--- config.mk ---
export PLATFORM = sky130hd
export DESIGN_NAME = retire_trace_fifo_flat
export DESIGN_NICKNAME = d
export VERILOG_FILES = /design/src/rtl/retire_trace_fifo_if.sv /design/src/rtl/retire_trace_fifo.sv /design/src/flat_wrapper.sv
export SDC_FILE = /design/constraint.sdc
export NUM_CORES = 1
export LEC_CHECK = 0
export ABC_AREA = 1
export BUFFER_PORTS_ARGS = -buffer_cell sky130_fd_sc_hd__buf_2
export CORE_UTILIZATION = 54
export CTS_CLUSTER_DIAMETER = 100
export CTS_CLUSTER_SIZE = 25
export DETAILED_ROUTE_END_ITERATION = 16
export GPL_TIMING_DRIVEN = 1
export PLACE_DENSITY = 0.74
export SLEW_MARGIN = 40
export SYNTH_ARGS = -nofsm -noshare
export SYNTH_HDL_FRONTEND = slang
export SYNTH_SLANG_ARGS = --single-unit
--- constraint.sdc ---
create_clock -name clk_i -period 8.65 [get_ports clk_i]
set_input_delay 1.73 -clock clk_i [delete_from_list [all_inputs] [get_ports clk_i]]
set_output_delay 1.73 -clock clk_i [all_outputs]
set_load 0.05 [all_outputs]
--- src/rtl/retire_trace_fifo_if.sv ---
// Retire/trace bundle for retire_trace_fifo.
//   retire_* : one retired-instruction record per cycle from the core
//   trace_*  : first-word-fall-through head record plus drain handshake
//   level_o, retire_count_o, drop_count_o, overflow_o : occupancy and loss status
// slave modport is the FIFO's view; master modport is the core/drain side.
interface retire_trace_fifo_if #(
    parameter int XLEN  = 32,
    parameter int DEPTH = 8
);
    localparam int LW = $clog2(DEPTH) + 1;

    logic            retire_valid_i;
    logic [XLEN-1:0] retire_pc_i;
    logic [XLEN-1:0] retire_instr_i;
    logic [4:0]      retire_rd_i;
    logic [XLEN-1:0] retire_rd_data_i;
    logic [XLEN-1:0] retire_mem_addr_i;
    logic [XLEN-1:0] retire_mem_data_i;
    logic            retire_mem_wrt_i;

    logic            trace_valid_o;
    logic            trace_ready_i;
    logic [XLEN-1:0] trace_pc_o;
    logic [XLEN-1:0] trace_instr_o;
    logic [4:0]      trace_rd_o;
    logic [XLEN-1:0] trace_rd_data_o;
    logic [XLEN-1:0] trace_mem_addr_o;
    logic [XLEN-1:0] trace_mem_data_o;
    logic            trace_mem_wrt_o;

    logic [LW-1:0]   level_o;
    logic [XLEN-1:0] retire_count_o;
    logic [15:0]     drop_count_o;
    logic            overflow_o;

    modport slave (
        input  retire_valid_i, retire_pc_i, retire_instr_i, retire_rd_i,
               retire_rd_data_i, retire_mem_addr_i, retire_mem_data_i,
               retire_mem_wrt_i, trace_ready_i,
        output trace_valid_o, trace_pc_o, trace_instr_o, trace_rd_o,
               trace_rd_data_o, trace_mem_addr_o, trace_mem_data_o,
               trace_mem_wrt_o, level_o, retire_count_o, drop_count_o,
               overflow_o
    );

    modport master (
        output retire_valid_i, retire_pc_i, retire_instr_i, retire_rd_i,
               retire_rd_data_i, retire_mem_addr_i, retire_mem_data_i,
               retire_mem_wrt_i, trace_ready_i,
        input  trace_valid_o, trace_pc_o, trace_instr_o, trace_rd_o,
               trace_rd_data_o, trace_mem_addr_o, trace_mem_data_o,
               trace_mem_wrt_o, level_o, retire_count_o, drop_count_o,
               overflow_o
    );
endinterface

--- src/rtl/retire_trace_fifo.sv ---
// Retire trace FIFO: buffers sanitised retire records for a trace drain port.
// Ports:
//   clk_i   : clock, all state on rising edge
//   rst_i   : asynchronous active-high reset (control state only)
//   clear_i : synchronous clear, wins over a same-cycle push/pop
//   bus     : retire_trace_fifo_if.slave (retire input, trace FWFT output, status)
// DEPTH must be a power of two >= 2 so pointers wrap by natural overflow.
module retire_trace_fifo #(
    parameter int XLEN  = 32,
    parameter int DEPTH = 8
) (
    input  logic               clk_i,
    input  logic               rst_i,
    input  logic               clear_i,
    retire_trace_fifo_if.slave bus
);
    localparam int AW = $clog2(DEPTH);
    localparam int LW = AW + 1;

    typedef struct packed {
        logic [XLEN-1:0] pc;
        logic [XLEN-1:0] instr;
        logic [XLEN-1:0] rd_data;
        logic [XLEN-1:0] mem_addr;
        logic [XLEN-1:0] mem_data;
        logic [4:0]      rd;
        logic            mem_wrt;
    } rec_t;

    // Branches and stores write no register; non-store records carry no
    // meaningful memory payload. Zero those fields so the trace is canonical.
    function automatic rec_t sanitise(input rec_t r);
        rec_t s;
        s = r;
        if (r.instr[6:0] == 7'b1100011 || r.instr[6:0] == 7'b0100011) begin
            s.rd      = 5'd0;
            s.rd_data = '0;
        end
        if (!r.mem_wrt) begin
            s.mem_addr = '0;
            s.mem_data = '0;
        end
        return s;
    endfunction

    function automatic logic [15:0] sat_inc16(input logic [15:0] v);
        return (v == 16'hFFFF) ? v : v + 16'd1;
    endfunction

    rec_t            mem [DEPTH];
    rec_t            in_rec;
    rec_t            head;
    logic [AW-1:0]   wr_ptr;
    logic [AW-1:0]   rd_ptr;
    logic [LW-1:0]   level;
    logic [XLEN-1:0] retire_count;
    logic [15:0]     drop_count;
    logic            overflow;

    logic rec_valid;
    logic empty;
    logic full;
    logic pop;
    logic push;
    logic drop;

    always_comb begin
        in_rec = sanitise('{
            pc:       bus.retire_pc_i,
            instr:    bus.retire_instr_i,
            rd_data:  bus.retire_rd_data_i,
            mem_addr: bus.retire_mem_addr_i,
            mem_data: bus.retire_mem_data_i,
            rd:       bus.retire_rd_i,
            mem_wrt:  bus.retire_mem_wrt_i
        });
    end

    // An all-zero instruction is a pipeline bubble, not a retirement.
    assign rec_valid = bus.retire_valid_i && (bus.retire_instr_i != '0);
    assign empty     = (level == '0);
    assign full      = (level == LW'(DEPTH));
    assign pop       = !empty && bus.trace_ready_i;
    // When full, a same-edge pop frees the slot the push lands in.
    assign push      = rec_valid && (!full || pop);
    assign drop      = rec_valid && full && !pop;

    always_ff @(posedge clk_i or posedge rst_i) begin
        if (rst_i) begin
            wr_ptr       <= '0;
            rd_ptr       <= '0;
            level        <= '0;
            retire_count <= '0;
            drop_count   <= '0;
            overflow     <= 1'b0;
        end else if (clear_i) begin
            wr_ptr       <= '0;
            rd_ptr       <= '0;
            level        <= '0;
            retire_count <= '0;
            drop_count   <= '0;
            overflow     <= 1'b0;
        end else begin
            if (push) wr_ptr <= wr_ptr + 1'b1;
            if (pop)  rd_ptr <= rd_ptr + 1'b1;
            if (push && !pop)      level <= level + 1'b1;
            else if (pop && !push) level <= level - 1'b1;
            if (rec_valid) retire_count <= retire_count + 1'b1;
            if (drop) begin
                drop_count <= sat_inc16(drop_count);
                overflow   <= 1'b1;
            end
        end
    end

    // Storage is data only; stale contents are invisible once level is zero.
    always_ff @(posedge clk_i) begin
        if (push && !clear_i) mem[wr_ptr] <= in_rec;
    end

    assign head                 = mem[rd_ptr];
    assign bus.trace_valid_o    = !empty;
    assign bus.trace_pc_o       = head.pc;
    assign bus.trace_instr_o    = head.instr;
    assign bus.trace_rd_o       = head.rd;
    assign bus.trace_rd_data_o  = head.rd_data;
    assign bus.trace_mem_addr_o = head.mem_addr;
    assign bus.trace_mem_data_o = head.mem_data;
    assign bus.trace_mem_wrt_o  = head.mem_wrt;
    assign bus.level_o          = level;
    assign bus.retire_count_o   = retire_count;
    assign bus.drop_count_o     = drop_count;
    assign bus.overflow_o       = overflow;
endmodule
--- src/flat_wrapper.sv ---
// flat-port wrapper written by rule: the top's interface ports become plain ports
module retire_trace_fifo_flat 
#(
    parameter int XLEN  = 32,
    parameter int DEPTH = 8
)
  (clk_i, rst_i, clear_i, bus_retire_valid_i, bus_retire_pc_i, bus_retire_instr_i, bus_retire_rd_i, bus_retire_rd_data_i, bus_retire_mem_addr_i, bus_retire_mem_data_i, bus_retire_mem_wrt_i, bus_trace_ready_i, bus_trace_valid_o, bus_trace_pc_o, bus_trace_instr_o, bus_trace_rd_o, bus_trace_rd_data_o, bus_trace_mem_addr_o, bus_trace_mem_data_o, bus_trace_mem_wrt_o, bus_level_o, bus_retire_count_o, bus_drop_count_o, bus_overflow_o);
  retire_trace_fifo_if #(.XLEN(XLEN), .DEPTH(DEPTH)) bus_i ();
  input  logic clk_i;
  input  logic rst_i;
  input  logic clear_i;
  input wire logic [$bits(bus_i.retire_valid_i)-1:0] bus_retire_valid_i;
  input wire logic [$bits(bus_i.retire_pc_i)-1:0] bus_retire_pc_i;
  input wire logic [$bits(bus_i.retire_instr_i)-1:0] bus_retire_instr_i;
  input wire logic [$bits(bus_i.retire_rd_i)-1:0] bus_retire_rd_i;
  input wire logic [$bits(bus_i.retire_rd_data_i)-1:0] bus_retire_rd_data_i;
  input wire logic [$bits(bus_i.retire_mem_addr_i)-1:0] bus_retire_mem_addr_i;
  input wire logic [$bits(bus_i.retire_mem_data_i)-1:0] bus_retire_mem_data_i;
  input wire logic [$bits(bus_i.retire_mem_wrt_i)-1:0] bus_retire_mem_wrt_i;
  input wire logic [$bits(bus_i.trace_ready_i)-1:0] bus_trace_ready_i;
  output wire logic [$bits(bus_i.trace_valid_o)-1:0] bus_trace_valid_o;
  output wire logic [$bits(bus_i.trace_pc_o)-1:0] bus_trace_pc_o;
  output wire logic [$bits(bus_i.trace_instr_o)-1:0] bus_trace_instr_o;
  output wire logic [$bits(bus_i.trace_rd_o)-1:0] bus_trace_rd_o;
  output wire logic [$bits(bus_i.trace_rd_data_o)-1:0] bus_trace_rd_data_o;
  output wire logic [$bits(bus_i.trace_mem_addr_o)-1:0] bus_trace_mem_addr_o;
  output wire logic [$bits(bus_i.trace_mem_data_o)-1:0] bus_trace_mem_data_o;
  output wire logic [$bits(bus_i.trace_mem_wrt_o)-1:0] bus_trace_mem_wrt_o;
  output wire logic [$bits(bus_i.level_o)-1:0] bus_level_o;
  output wire logic [$bits(bus_i.retire_count_o)-1:0] bus_retire_count_o;
  output wire logic [$bits(bus_i.drop_count_o)-1:0] bus_drop_count_o;
  output wire logic [$bits(bus_i.overflow_o)-1:0] bus_overflow_o;
  assign bus_i.retire_valid_i = bus_retire_valid_i;
  assign bus_i.retire_pc_i = bus_retire_pc_i;
  assign bus_i.retire_instr_i = bus_retire_instr_i;
  assign bus_i.retire_rd_i = bus_retire_rd_i;
  assign bus_i.retire_rd_data_i = bus_retire_rd_data_i;
  assign bus_i.retire_mem_addr_i = bus_retire_mem_addr_i;
  assign bus_i.retire_mem_data_i = bus_retire_mem_data_i;
  assign bus_i.retire_mem_wrt_i = bus_retire_mem_wrt_i;
  assign bus_i.trace_ready_i = bus_trace_ready_i;
  assign bus_trace_valid_o = bus_i.trace_valid_o;
  assign bus_trace_pc_o = bus_i.trace_pc_o;
  assign bus_trace_instr_o = bus_i.trace_instr_o;
  assign bus_trace_rd_o = bus_i.trace_rd_o;
  assign bus_trace_rd_data_o = bus_i.trace_rd_data_o;
  assign bus_trace_mem_addr_o = bus_i.trace_mem_addr_o;
  assign bus_trace_mem_data_o = bus_i.trace_mem_data_o;
  assign bus_trace_mem_wrt_o = bus_i.trace_mem_wrt_o;
  assign bus_level_o = bus_i.level_o;
  assign bus_retire_count_o = bus_i.retire_count_o;
  assign bus_drop_count_o = bus_i.drop_count_o;
  assign bus_overflow_o = bus_i.overflow_o;
  retire_trace_fifo #(.XLEN(XLEN), .DEPTH(DEPTH)) u_core (.clk_i(clk_i), .rst_i(rst_i), .clear_i(clear_i), .bus(bus_i));
endmodule
==> flow_metrics.py, run 1 <==
metrics = {
    "clock_network": {
        "cts.clk_slew.worst_paths_ns": 0.11,
        "h-tree-depth": 2,
        "cts_setup_buffers": 0,
        "holdBufCountCts": 0,
        "cts_buffers": 61,
        "clockBufferDepth": 3,
        "cts.sinks": 1387,
        "cts_tree": "done",
        "cts-resized-gates": 0,
        "clk_latency_ns": 0.71,
        "cts_root_buffer": "clkbuf_16",
    },
    "timing": {
        "skew_ns": 0.02812,
        "slew_headroom_pct": 42.70,
        "final.period_utilization_pct": 66.80,
        "slew_viol_final": 0,
        "max_freq_mhz": 173.1,
        "hold_ws_ns": 0.5073,
        "finalCriticalPeriod_ns": 5.778,
        "worst_slew_pin_slew_ns": 0.8596,
        "hold_viol": 0,
        "rsz0062_at_grt": "no",
        "finalSetupViolations": 0,
    },
    "detailed_routing": {
        "firstDrtPassIters": 6,
        "wl_mm": 128.6,
        "drtIter0Drc": 3713,
        "route.detailed.drc": 0,
        "routed-via-count": 35440,
        "postRouteAntennaNets": 0,
        "wl_per_cell_um": 20.99,
        "via_per_inst": 5.782,
    },
    "cells_and_area": {
        "seqCellArea_um2": 41360,
        "drive_above_1_share_pct": 11.38,
        "mostFrequentLayoutCells": "edfxtp_1, nor2_1, o21ai_0",
        "layout_commonest_cell": "edfxtp_1",
        "nets": 4920,
        "multi_input_area_um2": 12250,
        "fill_cells": 7966,
        "syn2layout_area_growth_pct": 9.068,
    },
    "die": {
        "die_h_um": 322.1,
        "die-area_um2": 103700,
        "start_util_pct": 54.44,
        "core.rowCount": 117,
        "die_w_um": 322.1,
        "coreArea_um2": 101600,
        "boundaryPins": 391,
    },
    "job": {
        "cap_violations": 0,
    },
    "power_and_ir_drop": {
        "power.total_mw": 15.50,
        "power_density_nw_per_um2": 257.0,
        "irDropWorstVdd_mv": 0.2247,
        "power.leakage_nw": 21.00,
    },
    "yosys": {
        "ys_seq_area_share_pct": 74.76,
        "synthesis.area_um2": 55310,
        "synth_mux_area_share_pct": 0,
        "synth_nets": 4691,
        "synth-seq-cells": 1387,
        "synth_top_family_by_area": "simple AND/OR/NAND/NOR gates",
        "synthAdderAreaFrac_pct": 0.1719,
        "synth_cells": 4513,
        "yosys_warnings": 0,
        "ys_types": 37,
        "synth_xor_area_share_pct": 0.2375,
        "yosys.area_share.simple_pct": 11.19,
        "syn_area_per_cell_um2": 12.26,
        "synth_compound_area_share_pct": 10.43,
    },
    "grt": {
        "grt_usage_pct": 24.38,
        "antenna_found_initial": 20,
        "grt_pass1_vias": 33340,
        "grt_max_degree": 169,
        "grt_pass1_wl_mm": 194.2,
        "grt_overflow": 0,
    },
    "critical_path": {
        "worst-path-stages": 7,
        "r2r_end": "u_core.mem[4][110]$_DFFE_PP_",
        "max_stage_delay_ns": 0.76,
        "path_cells": "buf_12 -> buf_4 -> o21ai_0 -> o22ai_1 -> nor2_1 -> a31oi_1 -> buf_2",
        "path_class": "reg -> out",
        "crit_path_end_kind": "output pin",
        "critPathMaxFanout": 161,
        "start_kind": "flip-flop",
        "rr_startpoint": "u_core.bus.level_o[3]$_DFFE_PP0P_",
        "reg2reg_slack_ns": 5.41,
        "crit_path_end": "bus_trace_instr_o[24]",
        "crit_start": "u_core.rd_ptr[0]$_DFFE_PP0P_",
        "slowest_stage": "buf_4",
        "cp.arrival_ns": 4.05,
        "crit_family": "buffers and inverters",
        "worstPathRequired_ns": 6.92,
        "crit_buf_inv": 3,
        "rr_worst_depth": 9,
    },
    "placement": {
        "dp_hpwl_mm": 69.41,
        "gp_congestion": 0.8649,
        "portBuffers": 390,
    },
    "worst_hold_path": {
        "hold_start": "u_core.bus.overflow_o$_DFFE_PP0P_",
        "hp-class": "reg -> reg",
    },
    "run_status": {
        "status": "completed",
    },
}
## metrics by stage
stage	instances	setup TNS (ns)	worst slack, ns	util (%)	instance area, um^2
after detailed placement	6044	0	2.836	57.68	58600
final	6129	0	2.872	59.38	60330
after global routing	6129	0	2.631	59.38	60330
after CTS	6121	0	2.737	59.28	60230
after floorplan	4513	-2263.21	-1.712	-	55310
after global placement	6040	0	2.951	57.60	58520
## cells by family after synthesis
kind of cell	count (synthesis)
AND/OR/NAND/NOR	1591
XOR/XNOR	15
adder cells (fa/ha/maj)	7
AO/OA/AOI/OAI	1061
flip-flops	1387
buffers and inverters	452
## cell type report
cell class / instances / area share [%]
clock inverters: 5 / 0.09955
inverters: 176 / 1.141
repair buffers: 442 / 4.442
diodes: 5 / 0.02074
clock buffers: 72 / 2.599
multi-input cells: 2674 / 20.30
flip-flops and latches: 1387 / 68.56
well taps: 1368 / 2.837
## flip-flops by register name, indices dropped and copies added (netlist names)
| name | cells |
|---|---|
| u_core.wr_ptr | 3 |
| u_core.bus.retire_count_o | 32 |
| u_core.bus.level_o | 4 |
| u_core.bus.drop_count_o | 16 |
| u_core.rd_ptr | 3 |
| u_core.mem | 1328 |
| u_core.bus.overflow_o | 1 |
## synthesized netlist by cell type
library cell | instances | area (um^2)
edfxtp_1 | 1328 | 39880
nor2_1 | 1252 | 4700
o21ai_0 | 696 | 3483
nand2_1 | 238 | 893.4
clkbuf_1 | 210 | 788.3
a31oi_1 | 171 | 1070
inv_1 | 170 | 638.1
o22ai_1 | 168 | 1051
dfrtp_1 | 59 | 1476
buf_2 | 55 | 275.3
nand3_1 | 42 | 210.2
nand4_1 | 21 | 131.4
nor3_1 | 21 | 105.1
xor2_1 | 15 | 131.4
a21oi_1 | 13 | 65.06
buf_1 | 9 | 33.78
ha_1 | 6 | 75.07
inv_2 | 5 | 18.77
o21ai_2 | 5 | 43.79
o31ai_1 | 4 | 30.03
or2_2 | 4 | 25.02
nand2_4 | 2 | 22.52
nor2_2 | 2 | 12.51
nor3b_1 | 2 | 15.01
o21a_1 | 2 | 15.01
o21ai_1 | 2 | 10.01
and2_0 | 1 | 6.260
and2_1 | 1 | 6.260
buf_4 | 1 | 7.510
buf_6 | 1 | 11.26
clkinv_1 | 1 | 3.750
fa_1 | 1 | 20.02
nand3_4 | 1 | 17.52
nand3b_1 | 1 | 7.510
nor2_8 | 1 | 20.02
nor4_1 | 1 | 6.260
or2_4 | 1 | 8.760
## metal layers
layer	track usage [%]	up-vias	part of all wire (%)
li1	-	16500	-
met1	33.53	17370	41
met2	39.68	1341	48
met3	4.093	201	7.7
met4	8.138	26	2.9
met5	0	-	0.14
## how the worst min path moves through the flow
stage	slack, ns	cells past startpoint	end
final	0.51	1	u_core.bus.overflow_o$_DFFE_PP0P_
after global routing	0.55	1	u_core.bus.overflow_o$_DFFE_PP0P_
after CTS	0.52	1	u_core.bus.overflow_o$_DFFE_PP0P_
after detailed placement	0.49	1	u_core.bus.overflow_o$_DFFE_PP0P_
after global placement	0.47	1	u_core.bus.overflow_o$_DFFE_PP0P_
after floorplan	0.54	2	u_core.wr_ptr[0]$_DFFE_PP0P_
## worst reg2reg max path: stages, from the launching register on
cell	delay, ns
dfrtp_1	0.42
inv_1	0.10
nor2_1	0.07
nand3_1	0.19
nand2_1	0.12
nor2_1	0.22
nand2_1	0.30
nor2_4	0.19
buf_12	0.48
buf_4	0.76
## power by group
group	internal, mW	switching, mW	total (mW)
logic	1.07	3.64	4.70
clock network	1.31	1.93	3.24
registers	7.50	0.0564	7.56
total	9.88	5.62	15.5
Power figures use the tool's default switching activity.
==> run 2, diff against run 1 <==
Settings changed: CORE_UTILIZATION 54 to 60, PLACE_DENSITY 0.74 to 0.78.
Clock period 8.65 ns to 5.4 ns, I/O delays scaled along.
==> flow_metrics.py, run 2 (synthesized netlist as in run 1, its figures left out) <==
metrics = {
    "critical_path": {
        "rr_worst_depth": 9,
        "worstPathRequired_ns": 4.32,
        "start_kind": "flip-flop",
        "worst-path-stages": 7,
        "crit_path_end_kind": "output pin",
        "path_cells": "buf_4 -> buf_4 -> o21ai_0 -> o22ai_1 -> nor2_1 -> a31oi_1 -> buf_2",
        "path_class": "reg -> out",
        "max_stage_delay_ns": 0.64,
        "crit_buf_inv": 3,
        "critPathMaxFanout": 64,
        "crit_family": "buffers and inverters",
        "slowest_stage": "buf_4",
        "worst_path_most_repeated_cell": "buf_4",
        "cp.arrival_ns": 3.56,
    },
    "clock_network": {
        "clockBufferDepth": 3,
        "h-tree-depth": 3,
        "cts_root_buffer": "clkbuf_16",
        "cts.clk_slew.worst_paths_ns": 0.10,
        "cts_setup_buffers": 0,
        "holdBufCountCts": 0,
        "cts.sinks": 1387,
        "cts_tree": "done",
        "cts_buffers": 66,
        "cts-resized-gates": 0,
        "clk_latency_ns": 0.65,
    },
    "detailed_routing": {
        "firstDrtPassIters": 5,
        "drtIter0Drc": 4359,
        "route.detailed.drc": 0,
        "wl_per_cell_um": 21.47,
        "postRouteAntennaNets": 0,
        "via_per_inst": 6.028,
        "routed-via-count": 36000,
        "wl_mm": 128.2,
    },
    "cells_and_area": {
        "nets": 4947,
        "fill_cells": 6341,
        "layout_commonest_cell": "edfxtp_1",
        "top_register": "u_core.mem",
        "drive_above_1_share_pct": 12.01,
        "finalNonFillerCells": 5971,
        "finish.instance_area_um2": 60580,
        "mostFrequentLayoutCells": "edfxtp_1, nor2_1, o21ai_0",
        "seqCellArea_um2": 41360,
        "syn2layout_area_growth_pct": 9.523,
        "largest_reg_flops": 1328,
        "final_core_util_pct": 66.79,
        "multi_input_area_um2": 12250,
    },
    "die": {
        "die-area_um2": 93410,
        "boundaryPins": 391,
        "coreArea_um2": 90700,
        "start_util_pct": 60.98,
        "die_w_um": 305.6,
        "core.rowCount": 110,
        "die_h_um": 305.6,
    },
    "grt": {
        "grt_pass1_vias": 34060,
        "grt_pass1_wl_mm": 194.6,
        "grt_usage_pct": 26.90,
        "grt_max_degree": 185,
        "antenna_found_initial": 11,
        "grt_overflow": 0,
    },
    "timing": {
        "finalCriticalPeriod_ns": 4.645,
        "hold_viol": 0,
        "worst_slew_pin_slew_ns": 0.9897,
        "max_freq_mhz": 215.3,
        "hold_ws_ns": 0.5007,
        "skew_ns": 0.02921,
        "slew_viol_final": 0,
        "slew_headroom_pct": 34.02,
        "final.period_utilization_pct": 86.02,
        "rsz0062_at_grt": "no",
        "finalSetupViolations": 0,
    },
    "placement": {
        "place_area_um2": 58730,
        "gp_congestion": 0.9159,
        "dp_hpwl_mm": 71.69,
        "dp.cells": 5876,
        "portBuffers": 390,
    },
    "job": {
        "cap_violations": 0,
    },
    "run_status": {
        "status": "completed",
    },
    "power_and_ir_drop": {
        "irDropWorstVdd_mv": 0.4153,
        "power_density_nw_per_um2": 415.1,
        "power.leakage_nw": 21.23,
    },
    "worst_hold_path": {
        "hp-class": "reg -> reg",
        "min_path_cells": 1,
    },
}
-- run 2: final timing paths --
kind / end / slack [ns] / startpoint
min in group asynchronous: u_core.bus.drop_count_o[13]$_DFFE_PP0P_ / 0.54 / rst_i
worst max-delay path: bus_trace_mem_addr_o[0] / 0.76 / u_core.rd_ptr[0]$_DFFE_PP0P_
worst min register to register: u_core.bus.overflow_o$_DFFE_PP0P_ / 0.50 / u_core.bus.overflow_o$_DFFE_PP0P_
worst min-delay path: u_core.bus.overflow_o$_DFFE_PP0P_ / 0.50 / u_core.bus.overflow_o$_DFFE_PP0P_
max in group asynchronous: u_core.rd_ptr[1]$_DFFE_PP0P_ / 4.37 / rst_i
worst max register to register: u_core.mem[5][87]$_DFFE_PP_ / 2.82 / u_core.bus.level_o[3]$_DFFE_PP0P_
-- run 2: power by group --
group,switching [mW],internal [mW]
Clock,3.15,2.27
Combinational,5.86,1.77
Sequential,0.0840,12.0
-- run 2: area by class of cell --
cell class | count | area share (%)
sequential | 1387 | 68.28
clock buffer | 72 | 2.763
antenna | 8 | 0.03305
multi-input combinational | 2674 | 20.22
inverter | 176 | 1.136
timing repair buffer | 464 | 4.942
clock inverter | 14 | 0.2045
tap | 1176 | 2.429
-- run 2: layer usage --
layer | wire length (um) | part of all wire (%) | track usage (%) | vias up
li1 | - | - | - | 16560
met1 | 52210 | 41 | 37.70 | 17590
met2 | 62420 | 49 | 44.29 | 1649
met3 | 9856 | 7.7 | 3.217 | 189
met4 | 3646 | 2.8 | 8.905 | 10
met5 | 55 | 0.043 | 0 | -
-- run 2: through the flow --
step | setup WS, ns | setup TNS (ns) | power [mW]
6_report | 0.7551 | 0 | 25.15
4_1_cts | 0.7002 | 0 | 25.19
3_5_place_dp | 0.7685 | 0 | 19.92
5_1_grt | 0.4646 | 0 | 26.13
3_3_place_gp | 0.8551 | 0 | 19.74
2_1_floorplan | -1.549 | -2047.12 | 17.86
